File: config.mk
export PLATFORM = sky130hd
export DESIGN_NAME = uart_rx
export DESIGN_NICKNAME = d
export VERILOG_FILES = /design/src/rtl/uart_rx.sv
export SDC_FILE = /design/constraint.sdc
export NUM_CORES = 1
export LEC_CHECK = 0
export BUFFER_PORTS_ARGS = -buffer_cell sky130_fd_sc_hd__buf_2
export CAP_MARGIN = 20
export CORE_UTILIZATION = 61
export CTS_BUF_LIST = sky130_fd_sc_hd__clkbuf_16
export DETAILED_ROUTE_END_ITERATION = 8
export GPL_TIMING_DRIVEN = 0
export PLACE_DENSITY = 0.82
export SLEW_MARGIN = 25
export SYNTH_ARGS = -nofsm -noshare
export SYNTH_HDL_FRONTEND = slang
export SYNTH_SLANG_ARGS = --single-unit
File: constraint.sdc
create_clock -name clk -period 4 [get_ports clk]
set_clock_uncertainty 0.05 [all_clocks]
set_input_delay 1.2 -clock clk [delete_from_list [all_inputs] [get_ports clk]]
set_output_delay 1.2 -clock clk [all_outputs]
set_load 0.05 [all_outputs]
File: src/rtl/uart_rx.sv
// UART receiver: two-flop synchroniser, mid-bit sampling, start/stop validation.
// Optional even-parity frame (8E1) when UART_RX_PARITY_EN is defined; default build is 8N1.
module uart_rx #(
    parameter int CLKS_PER_BIT = 16,
    parameter int DATA_WIDTH   = 8
) (
    input  logic                  clk,
    input  logic                  reset,
    input  logic                  serial_in,
    output logic [DATA_WIDTH-1:0] received_data,
    output logic                  data_is_valid,
    output logic                  rx_error,
    output logic                  o_busy
);
    localparam int HALF  = CLKS_PER_BIT / 2;
    localparam int CNT_W = $clog2(CLKS_PER_BIT);
    localparam int IDX_W = $clog2(DATA_WIDTH) + 1;
    localparam logic [CNT_W-1:0] CNT_HALF = CNT_W'(HALF - 1);
    localparam logic [CNT_W-1:0] CNT_LAST = CNT_W'(CLKS_PER_BIT - 1);
    localparam logic [IDX_W-1:0] IDX_LAST = IDX_W'(DATA_WIDTH - 1);

    typedef enum logic [2:0] {
        S_IDLE,
        S_START,
        S_DATA,
`ifdef UART_RX_PARITY_EN
        S_PARITY,
`endif
        S_STOP,
        S_BREAK
    } state_t;

    state_t                state_q, state_d;
    logic                  sync1, rx_s;
    logic [CNT_W-1:0]      cnt_q, cnt_d;
    logic [IDX_W-1:0]      idx_q, idx_d;
    logic [DATA_WIDTH-1:0] shift_q, shift_d;
    logic [DATA_WIDTH-1:0] data_d;
    logic                  valid_d, error_d;
    logic                  parity_ok;

`ifdef UART_RX_PARITY_EN
    logic perr_q, perr_d;
    assign parity_ok = !perr_q;
`else
    assign parity_ok = 1'b1;
`endif

    // Output protocol: data_is_valid and rx_error are single-cycle strobes with no
    // backpressure; received_data changes only on the data_is_valid edge and then holds.
    assign o_busy = (state_q != S_IDLE);

    always_ff @(posedge clk) begin
        if (reset) begin
            sync1         <= 1'b1;
            rx_s          <= 1'b1;
            state_q       <= S_IDLE;
            cnt_q         <= '0;
            idx_q         <= '0;
            shift_q       <= '0;
            received_data <= '0;
            data_is_valid <= 1'b0;
            rx_error      <= 1'b0;
`ifdef UART_RX_PARITY_EN
            perr_q        <= 1'b0;
`endif
        end else begin
            sync1         <= serial_in;
            rx_s          <= sync1;
            state_q       <= state_d;
            cnt_q         <= cnt_d;
            idx_q         <= idx_d;
            shift_q       <= shift_d;
            received_data <= data_d;
            data_is_valid <= valid_d;
            rx_error      <= error_d;
`ifdef UART_RX_PARITY_EN
            perr_q        <= perr_d;
`endif
        end
    end

    always_comb begin
        state_d = state_q;
        cnt_d   = cnt_q;
        idx_d   = idx_q;
        shift_d = shift_q;
        data_d  = received_data;
        valid_d = 1'b0;
        error_d = 1'b0;
`ifdef UART_RX_PARITY_EN
        perr_d  = perr_q;
`endif
        unique case (state_q)
            S_IDLE: begin
                if (!rx_s) begin
                    state_d = S_START;
                    cnt_d   = '0;
                end
            end
            S_START: begin
                // A start bit that is high again at mid-bit was only a glitch.
                if (cnt_q == CNT_HALF) begin
                    if (!rx_s) begin
                        state_d = S_DATA;
                        cnt_d   = '0;
                        idx_d   = '0;
                    end else begin
                        state_d = S_IDLE;
                    end
                end else begin
                    cnt_d = cnt_q + 1'b1;
                end
            end
            S_DATA: begin
                if (cnt_q == CNT_LAST) begin
                    shift_d = {rx_s, shift_q[DATA_WIDTH-1:1]};
                    idx_d   = idx_q + 1'b1;
                    cnt_d   = '0;
                    if (idx_q == IDX_LAST) begin
`ifdef UART_RX_PARITY_EN
                        state_d = S_PARITY;
`else
                        state_d = S_STOP;
`endif
                    end
                end else begin
                    cnt_d = cnt_q + 1'b1;
                end
            end
`ifdef UART_RX_PARITY_EN
            S_PARITY: begin
                if (cnt_q == CNT_LAST) begin
                    perr_d  = rx_s ^ (^shift_q);
                    cnt_d   = '0;
                    state_d = S_STOP;
                end else begin
                    cnt_d = cnt_q + 1'b1;
                end
            end
`endif
            S_STOP: begin
                if (cnt_q == CNT_LAST) begin
                    cnt_d = '0;
                    if (rx_s) begin
                        state_d = S_IDLE;
                        if (parity_ok) begin
                            data_d  = shift_q;
                            valid_d = 1'b1;
                        end else begin
                            error_d = 1'b1;
                        end
                    end else begin
                        // Low stop bit: framing error or break; wait for the line to recover.
                        error_d = 1'b1;
                        state_d = S_BREAK;
                    end
                end else begin
                    cnt_d = cnt_q + 1'b1;
                end
            end
            S_BREAK: begin
                if (rx_s) state_d = S_IDLE;
            end
            default: state_d = S_IDLE;
        endcase
    end

endmodule

==> results.sh, run 1 <==
export IMPL_yosys_area_top_type="dfxtp_1"
export IMPL_fill_cells=136
export IMPL_power_frac_clock=0.500
export IMPL_cts_hold_fix_buffers=0
export IMPL_clock_tree_root_cell="clkbuf_16"
export IMPL_yosysSeqAreaShare=0.459
export IMPL_placed_cell_area_um2=1450
export IMPL_cts_tree="built"
export IMPL_io_buffer_count=13
export IMPL_drv_cap=0
export IMPL_avgSynthCellArea_um2=8.78
export IMPL_crit_path_start_kind="flop"
export IMPL_crit_required_ps=2750
export IMPL_synth_most_common_cell="dfxtp_1"
export IMPL_drt_total_wl_um=2850
export IMPL_worstReg2RegStart="cnt_q[0]$_SDFFE_PP0P_"
export IMPL_grt_pass1_vias=1034
export IMPL_swShare=0.202
export IMPL_worst_slack_ps=1050
export IMPL_p_sw_uw=138
export IMPL_clkSlewWorstSetupHoldPaths_ps=50
export IMPL_grt_setup_unrepaired="no"
export IMPL_fin_crit_ps=2950
export IMPL_wl_met2_um=1270
export IMPL_async_flop_share=0
export IMPL_multi_input_area_um2=679
export IMPL_comb_power_share=0.039
export IMPL_synth_edf_count=0
export IMPL_synth_cell_types=35
export IMPL_synth_top_area_frac=0.459
export IMPL_postRouteAntennaNets=0
export IMPL_via_count=1209
export IMPL_reg2reg_depth=6
export IMPL_status="finished clean"
export IMPL_cts_buffers=5
export IMPL_cp_max_fo=10
export IMPL_end_kind="output port"
export IMPL_start_util=0.669
export IMPL_r2r_end="cnt_q[3]$_SDFFE_PP0P_"
export IMPL_placementRows=16
export IMPL_highest_layer="met4"
export IMPL_timing_setup_tns_ps=0
export IMPL_coreArea_um2=2020
export IMPL_ys_warn_count=0
export IMPL_finalHoldViolations=0
export IMPL_io_pins=14
export IMPL_syn_area_um2=1350
export IMPL_slew_viol_final=0
export IMPL_synth_common_cells="dfxtp_1, nand2_1, nor2_1, a21oi_1, mux2i_1"
export IMPL_worstMarginPinSlew_ps=483
export IMPL_timing_slew_headroom=0.678
export IMPL_cts_resized=0
export IMPL_postCtsSetupBuffers=0
export IMPL_place_ws_ps=1390
export IMPL_final_layout_size_suffix_gt1_frac=0.144
export IMPL_peakVddDrop_mv=0.301
export IMPL_wl_met1_um=1330
export IMPL_vias_per_cell=6.01
export IMPL_wire_per_inst_um=14.2
export IMPL_die_w_um=49.1
export IMPL_synth_seq_cells=31
export IMPL_pwr_density_cell_nw_per_um2=430
export IMPL_initialDrtViolationCount=55
export IMPL_cts_htree_levels=2
export IMPL_fp_dieH_um=49.1
export IMPL_drt_drc_violations_left=0
export IMPL_crit_end="o_busy"
export IMPL_diodes=0
export IMPL_crit_type="reg -> out"
export IMPL_min_period_over_period=0.738
export IMPL_ys_flop_type="dfxtp_1"
export IMPL_p_leak_uw=0.000660
export IMPL_seqPwrFrac=0.461
export IMPL_grt_first_pass_wirelength_um=4660
export IMPL_setup_viol=0
export IMPL_seq_area_um2=621
export IMPL_critPathArrivalTime_ps=1700
export IMPL_antenna_found_initial=0
export IMPL_routed_wl_met3_um=205
export IMPL_fin_nets=179
export IMPL_clk_path_buf_depth=2
export IMPL_syn2layout_area_growth_pct=17.2
export IMPL_max_freq_ghz=0.339
export IMPL_p_total_uw=682
export IMPL_dp_cells=194
export IMPL_grt_usage=0.256
export IMPL_clock_sinks=31
export IMPL_fin_cells=201
export IMPL_syn_nets=159
export IMPL_p_int_uw=544
export IMPL_die_area_um2=2410
export IMPL_clk_latency_ps=270
export IMPL_fin_area_um2=1590
export IMPL_hp_class="reg -> reg"
export IMPL_syn_inst=154
export IMPL_dp_hpwl_um=1920
export IMPL_grt_max_degree=11
export IMPL_cp_startpoint="state_q[2]$_SDFFE_PP0P_"
export IMPL_dr_pass1_iters=4
export IMPL_r2r_setup_slack_ps=2020
export IMPL_gp_congestion=0.866
export IMPL_synth_area_leaders="dfxtp_1, mux2i_1, nand2_1"
export IMPL_grt_overflow=0
placed cells by master (no fill, tap or decap), drive strengths merged, types with 2 or more instances in the layout:
cell | Yosys | routed
buf | 3 | 16
clkinv | 0 | 2
a21oi | 11 | 11
or3 | 3 | 3
nand3 | 6 | 6
mux2i | 10 | 10
nor2 | 16 | 16
nand2 | 22 | 22
or2 | 2 | 2
a211oi | 3 | 3
o21ai | 3 | 3
and2 | 2 | 2
dfxtp | 31 | 31
ha | 2 | 2
a31oi | 4 | 4
clkbuf | 9 | 14
a211o | 2 | 2
nand3b | 6 | 6
nor3 | 3 | 3
nor3b | 2 | 2
registers in the layout, summed over array words and instances (netlist names):
| signal | cells |
|---|---|
| shift_q | 8 |
| data_is_valid | 1 |
| sync1 | 1 |
| idx_q | 4 |
| received_data | 8 |
| state_q | 3 |
| cnt_q | 4 |
| rx_s | 1 |
| rx_error | 1 |
layer usage:
metal  up-vias  GRT usage
met1       570      0.347
met2        51      0.379
li1        582          -
met3         6     0.0717
met5         -          0
met4         0      0.113
stage by stage:
stage,hold slack [ps],utilization
after floorplan,333,-
after global placement,346,0.718
after detailed placement,361,0.718
after CTS,371,0.784
after global routing,389,0.784
final,369,0.784
logic make-up after synthesis:
| kind of cell | count (synthesis) | synth area share |
|---|---|---|
| fa+ha+maj | 2 | 0.0185 |
| mux | 11 | 0.0823 |
| simple gates | 69 | 0.265 |
| buf+inv | 13 | 0.0388 |
| flops | 31 | 0.459 |
| compound gates | 27 | 0.130 |
| xor+xnor | 1 | 0.00648 |
how the worst min path moves through the flow:
stage,start,endpoint,slack [ps],cells past startpoint
after floorplan,sync1$_SDFF_PP1_,rx_s$_SDFF_PP1_,330,1
after CTS,sync1$_SDFF_PP1_,rx_s$_SDFF_PP1_,370,1
final,sync1$_SDFF_PP1_,rx_s$_SDFF_PP1_,370,1
after detailed placement,sync1$_SDFF_PP1_,rx_s$_SDFF_PP1_,360,1
after global placement,sync1$_SDFF_PP1_,rx_s$_SDFF_PP1_,350,1
after global routing,sync1$_SDFF_PP1_,rx_s$_SDFF_PP1_,390,1
layout make-up:
| type | count | share of cell area |
|---|---|---|
| clock buffer | 5 | 0.0789 |
| clock inverter | 2 | 0.00552 |
| sequential | 31 | 0.391 |
| timing repair buffer | 13 | 0.0410 |
| multi-input combinational | 110 | 0.429 |
| inverter | 1 | 0.00237 |
| buffer | 12 | 0.0308 |
| tap | 27 | 0.0213 |
power by group through the flow:
stage | clock network (uW) | registers (uW) | logic (uW)
floorplan | 0 | 320 | 19.3
global placement | 0 | 320 | 24.9
detailed placement | 0 | 320 | 26.1
CTS | 345 | 314 | 26.2
global route | 357 | 314 | 28.9
finish | 341 | 314 | 26.7
critical path, cell delays in order (launching register included):
cell	delay (ps)
dfxtp_1	310
clkbuf_1	320
clkbuf_1	380
or3_1	170
buf_2	250
(Power assumes the default switching activity.)
==> run 2, diff against run 1 <==
--- a/config.mk
+++ b/config.mk
@@ -7,11 +7,11 @@
 export LEC_CHECK = 0
 export BUFFER_PORTS_ARGS = -buffer_cell sky130_fd_sc_hd__buf_2
 export CAP_MARGIN = 20
-export CORE_UTILIZATION = 61
+export CORE_UTILIZATION = 51
 export CTS_BUF_LIST = sky130_fd_sc_hd__clkbuf_16
 export DETAILED_ROUTE_END_ITERATION = 8
 export GPL_TIMING_DRIVEN = 0
-export PLACE_DENSITY = 0.82
+export PLACE_DENSITY = 0.73
 export SLEW_MARGIN = 25
 export SYNTH_ARGS = -nofsm -noshare
 export SYNTH_HDL_FRONTEND = slang
==> constraint.sdc (replaced) <==
create_clock -name clk -period 2.7 [get_ports clk]
set_clock_uncertainty 0.05 [all_clocks]
set_input_delay 0.81 -clock clk [delete_from_list [all_inputs] [get_ports clk]]
set_output_delay 0.81 -clock clk [all_outputs]
set_load 0.05 [all_outputs]
==> results.sh, run 2 (synthesis results as in run 1) <==
export IMPL_dr_pass1_iters=5
export IMPL_drt_total_wl_um=2880
export IMPL_clk_latency_ps=270
export IMPL_p_leak_uw=0.000674
export IMPL_critPathArrivalTime_ps=1680
export IMPL_diodes=0
export IMPL_antenna_found_initial=0
export IMPL_hp_class="reg -> reg"
export IMPL_min_period_over_period=0.941
export IMPL_wire_per_inst_um=14.0
export IMPL_vias_per_cell=5.80
export IMPL_status="finished clean"
export IMPL_cts_tree="built"
export IMPL_dp_hpwl_um=1940
export IMPL_grt_first_pass_wirelength_um=4820
export IMPL_clock_sinks=31
export IMPL_coreArea_um2=2500
export IMPL_grt_setup_unrepaired="no"
export IMPL_finalHoldViolations=0
export IMPL_end_kind="output port"
export IMPL_p_total_uw=1110
export IMPL_fin_area_um2=1620
export IMPL_timing_slew_headroom=0.715
export IMPL_grt_usage=0.241
export IMPL_placementRows=18
export IMPL_timing_setup_tns_ps=0
export IMPL_setup_viol=0
export IMPL_postCtsSetupBuffers=0
export IMPL_fin_crit_ps=2540
export IMPL_slew_viol_final=0
export IMPL_layout_cells_most_common="dfxtp_1"
export IMPL_cts_buffers=5
export IMPL_peakVddDrop_mv=0.674
export IMPL_io_pins=14
export IMPL_max_freq_ghz=0.393
export IMPL_cp_max_fo=10
export IMPL_io_buffer_count=13
export IMPL_clock_tree_root_cell="clkbuf_16"
export IMPL_via_count=1190
export IMPL_postRouteAntennaNets=0
export IMPL_top_regs="received_data (8), shift_q (8)"
export IMPL_fp_dieH_um=53.5
export IMPL_cts_htree_levels=2
export IMPL_cts_resized=0
export IMPL_gp_congestion=0.804
export IMPL_grt_max_degree=11
export IMPL_clkSlewWorstSetupHoldPaths_ps=50
export IMPL_final_cell_mix="dfxtp_1, nand2_1, buf_2, nor2_1, a21oi_1"
export IMPL_clk_path_buf_depth=2
export IMPL_pwr_density_cell_nw_per_um2=687
export IMPL_die_w_um=53.5
export IMPL_syn2layout_area_growth_pct=19.7
export IMPL_hold_ws_ps=377
export IMPL_crit_path_start_kind="flop"
export IMPL_drt_drc_violations_left=0
export IMPL_crit_type="reg -> out"
export IMPL_start_util=0.541
export IMPL_grt_overflow=0
export IMPL_die_area_um2=2860
export IMPL_grt_pass1_vias=1051
export IMPL_cts_hold_fix_buffers=0
export IMPL_fin_nets=179
export IMPL_drv_cap=0
export IMPL_crit_required_ps=1840
export IMPL_placed_cell_area_um2=1460
export IMPL_worstMarginPinSlew_ps=428
export IMPL_final_layout_size_suffix_gt1_frac=0.149
export IMPL_initialDrtViolationCount=54
## run 2: worst max-delay path: stages (launching register included)
cell and delay (ps):
dfxtp_1 300, clkbuf_1 300, clkbuf_1 390, or3_1 170, buf_2 250
## run 2: final timing paths
check / cells after the start / end / start / slack [ps]
max: 4 / o_busy / state_q[2]$_SDFFE_PP0P_ / 160
min: 1 / rx_s$_SDFF_PP1_ / sync1$_SDFF_PP1_ / 380
max reg2reg: 6 / cnt_q[3]$_SDFFE_PP0P_ / cnt_q[0]$_SDFFE_PP0P_ / 650
min reg2reg: 1 / rx_s$_SDFF_PP1_ / sync1$_SDFF_PP1_ / 380
## run 2: through the flow
| step | setup WS [ps] | instances | utilization |
|---|---|---|---|
| final | 159 | 205 | 0.648 |
| after global routing | 12.7 | 205 | 0.648 |
| after CTS | 152 | 205 | 0.648 |
| after detailed placement | 449 | 197 | 0.582 |
| after global placement | 480 | 197 | 0.582 |
| after floorplan | 615 | 154 | - |
## run 2: layer usage
metal | global-route usage | up-vias | wire length (um)
met1 | 0.299 | 550 | 1290
met4 | 0.0833 | 0 | 55
li1 | - | 589 | -
met2 | 0.371 | 41 | 1370
met3 | 0.101 | 10 | 152
met5 | 0 | - | 0
## run 2: cell type report
type	instances	area (um2)
Timing Repair Buffer	13	65.1
Tap cell	30	37.5
Clock inverter	3	38.8
Inverter	1	3.75
Buffer	12	48.8
Sequential cell	31	621
Fill cell	224	881
Multi-Input combinational cell	110	679
Clock buffer	5	125
## run 2: power breakdown
group / internal, uW / total, uW / leakage, uW / switching [uW]
sequential: 463 / 466 / 0.000250 / 3.14
combinational: 13.3 / 38.3 / 0.000342 / 25.0
clock: 429 / 609 / 0.0000812 / 180
total: 905 / 1110 / 0.000674 / 208
==> run 3, diff against run 2 <==
--- a/config.mk
+++ b/config.mk
@@ -11,7 +11,7 @@
 export CTS_BUF_LIST = sky130_fd_sc_hd__clkbuf_16
 export DETAILED_ROUTE_END_ITERATION = 8
 export GPL_TIMING_DRIVEN = 0
-export PLACE_DENSITY = 0.73
+export PLACE_DENSITY = 0.7
 export SLEW_MARGIN = 25
 export SYNTH_ARGS = -nofsm -noshare
 export SYNTH_HDL_FRONTEND = slang
==> results.sh, run 3 (synthesis results as in run 1) <==
export IMPL_fin_crit_ps=2560
export IMPL_via_count=1191
export IMPL_cts_hold_fix_buffers=0
export IMPL_grt_pass1_vias=1021
export IMPL_placementRows=18
export IMPL_cp_startpoint="state_q[2]$_SDFFE_PP0P_"
export IMPL_grt_setup_unrepaired="no"
export IMPL_vias_per_cell=5.81
export IMPL_utilization=0.648
export IMPL_crit_path_start_kind="flop"
export IMPL_gp_congestion=0.796
export IMPL_final_layout_size_suffix_gt1_frac=0.149
export IMPL_wire_per_inst_um=14.1
export IMPL_clock_tree_root_cell="clkbuf_16"
export IMPL_finalHoldViolations=0
export IMPL_critPathMaxStageDelay_ps=400
export IMPL_diodes=0
export IMPL_cts_tree="built"
export IMPL_multi_input_area_um2=679
export IMPL_setup_viol=0
export IMPL_hp_class="reg -> reg"
export IMPL_clk_path_buf_depth=2
export IMPL_grt_max_degree=11
export IMPL_end_kind="output port"
export IMPL_drt_total_wl_um=2890
export IMPL_critPathMostFrequentCell="clkbuf_1"
export IMPL_cp_cell_sequence="clkbuf_1 -> clkbuf_1 -> or3_1 -> buf_2"
export IMPL_drv_cap=0
export IMPL_io_pins=14
export IMPL_path_buf_inv=3
export IMPL_min_delay_start="sync1$_SDFF_PP1_"
export IMPL_fp_dieH_um=53.5
export IMPL_timing_setup_tns_ps=0
export IMPL_fin_nets=179
export IMPL_worstReg2RegStart="cnt_q[0]$_SDFFE_PP0P_"
export IMPL_crit_required_ps=1840
export IMPL_p_leak_uw=0.000674
export IMPL_critPathArrivalTime_ps=1700
export IMPL_grt_usage=0.224
export IMPL_cts_resized=0
export IMPL_cts_buffers=5
export IMPL_p_total_uw=1120
export IMPL_dp_hpwl_um=1940
export IMPL_peakVddDrop_mv=0.743
export IMPL_die_w_um=53.5
export IMPL_syn2layout_area_growth_pct=19.7
export IMPL_fin_cells=205
export IMPL_fill_cells=215
export IMPL_postCtsSetupBuffers=0
export IMPL_max_freq_ghz=0.390
export IMPL_cts_htree_levels=2
export IMPL_coreArea_um2=2500
export IMPL_clkSlewWorstSetupHoldPaths_ps=50
export IMPL_io_buffer_count=13
export IMPL_pwr_density_cell_nw_per_um2=692
export IMPL_initialDrtViolationCount=35
export IMPL_clock_sinks=31
export IMPL_seq_area_um2=621
export IMPL_r2r_setup_slack_ps=690
export IMPL_top_regs="received_data (8), shift_q (8)"
export IMPL_cpLargestDelayFamily="buffers and inverters"
export IMPL_min_period_over_period=0.949
export IMPL_postRouteAntennaNets=0
export IMPL_timing_slew_headroom=0.696
export IMPL_cp_max_fo=10
export IMPL_worstMarginPinSlew_ps=455
export IMPL_die_area_um2=2860
export IMPL_critical_path_slowest_cell="clkbuf_1"
export IMPL_grt_first_pass_wirelength_um=4550
export IMPL_dp_cells=197
export IMPL_dr_pass1_iters=4
export IMPL_final_cell_mix="dfxtp_1, nand2_1, buf_2, nor2_1, a21oi_1"
export IMPL_crit_type="reg -> out"
export IMPL_layout_cells_most_common="dfxtp_1"
export IMPL_antenna_found_initial=0
export IMPL_slew_viol_final=0
export IMPL_grt_overflow=0
export IMPL_drt_drc_violations_left=0
export IMPL_status="finished clean"
export IMPL_clk_latency_ps=270
export IMPL_start_util=0.541
run 3: cell counts in the layout (fill, tap and decap cells not counted):
No cell type changed its count.
run 3: power breakdown:
part,total [uW],leakage (uW),switching (uW),internal (uW)
clock network,615,0.0000812,186,429
logic,39.2,0.000342,25.8,13.4
registers,465,0.000250,2.73,463
run 3: final timing paths:
kind	end	cells after the start
worst min register to register	rx_s$_SDFF_PP1_	1
worst min-delay path	rx_s$_SDFF_PP1_	1
worst max-delay path	o_busy	4
worst max register to register	cnt_q[3]$_SDFFE_PP0P_	6
run 3: cell type report:
cell class,instances,area share
multi-input combinational,110,0.420
sequential,31,0.383
clock buffer,5,0.0773
timing repair buffer,13,0.0402
buffer,12,0.0301
clock inverter,3,0.0240
tap,30,0.0232
inverter,1,0.00232
run 3: per-layer routing:
metal,vias up,part of all wire,GRT usage
met5,-,0,0
met3,4,0.043,0.0718
li1,588,-,-
met2,29,0.46,0.358
met1,570,0.49,0.280
met4,0,0.0066,0.0789
run 3: stage by stage:
step | area (um2) | hold slack, ps | setup slack, ps
after floorplan | 1350 | 333 | 615
after global placement | 1460 | 346 | 471
after detailed placement | 1460 | 367 | 440
after CTS | 1620 | 380 | 151
after global routing | 1620 | 393 | 22.7
final | 1620 | 368 | 137
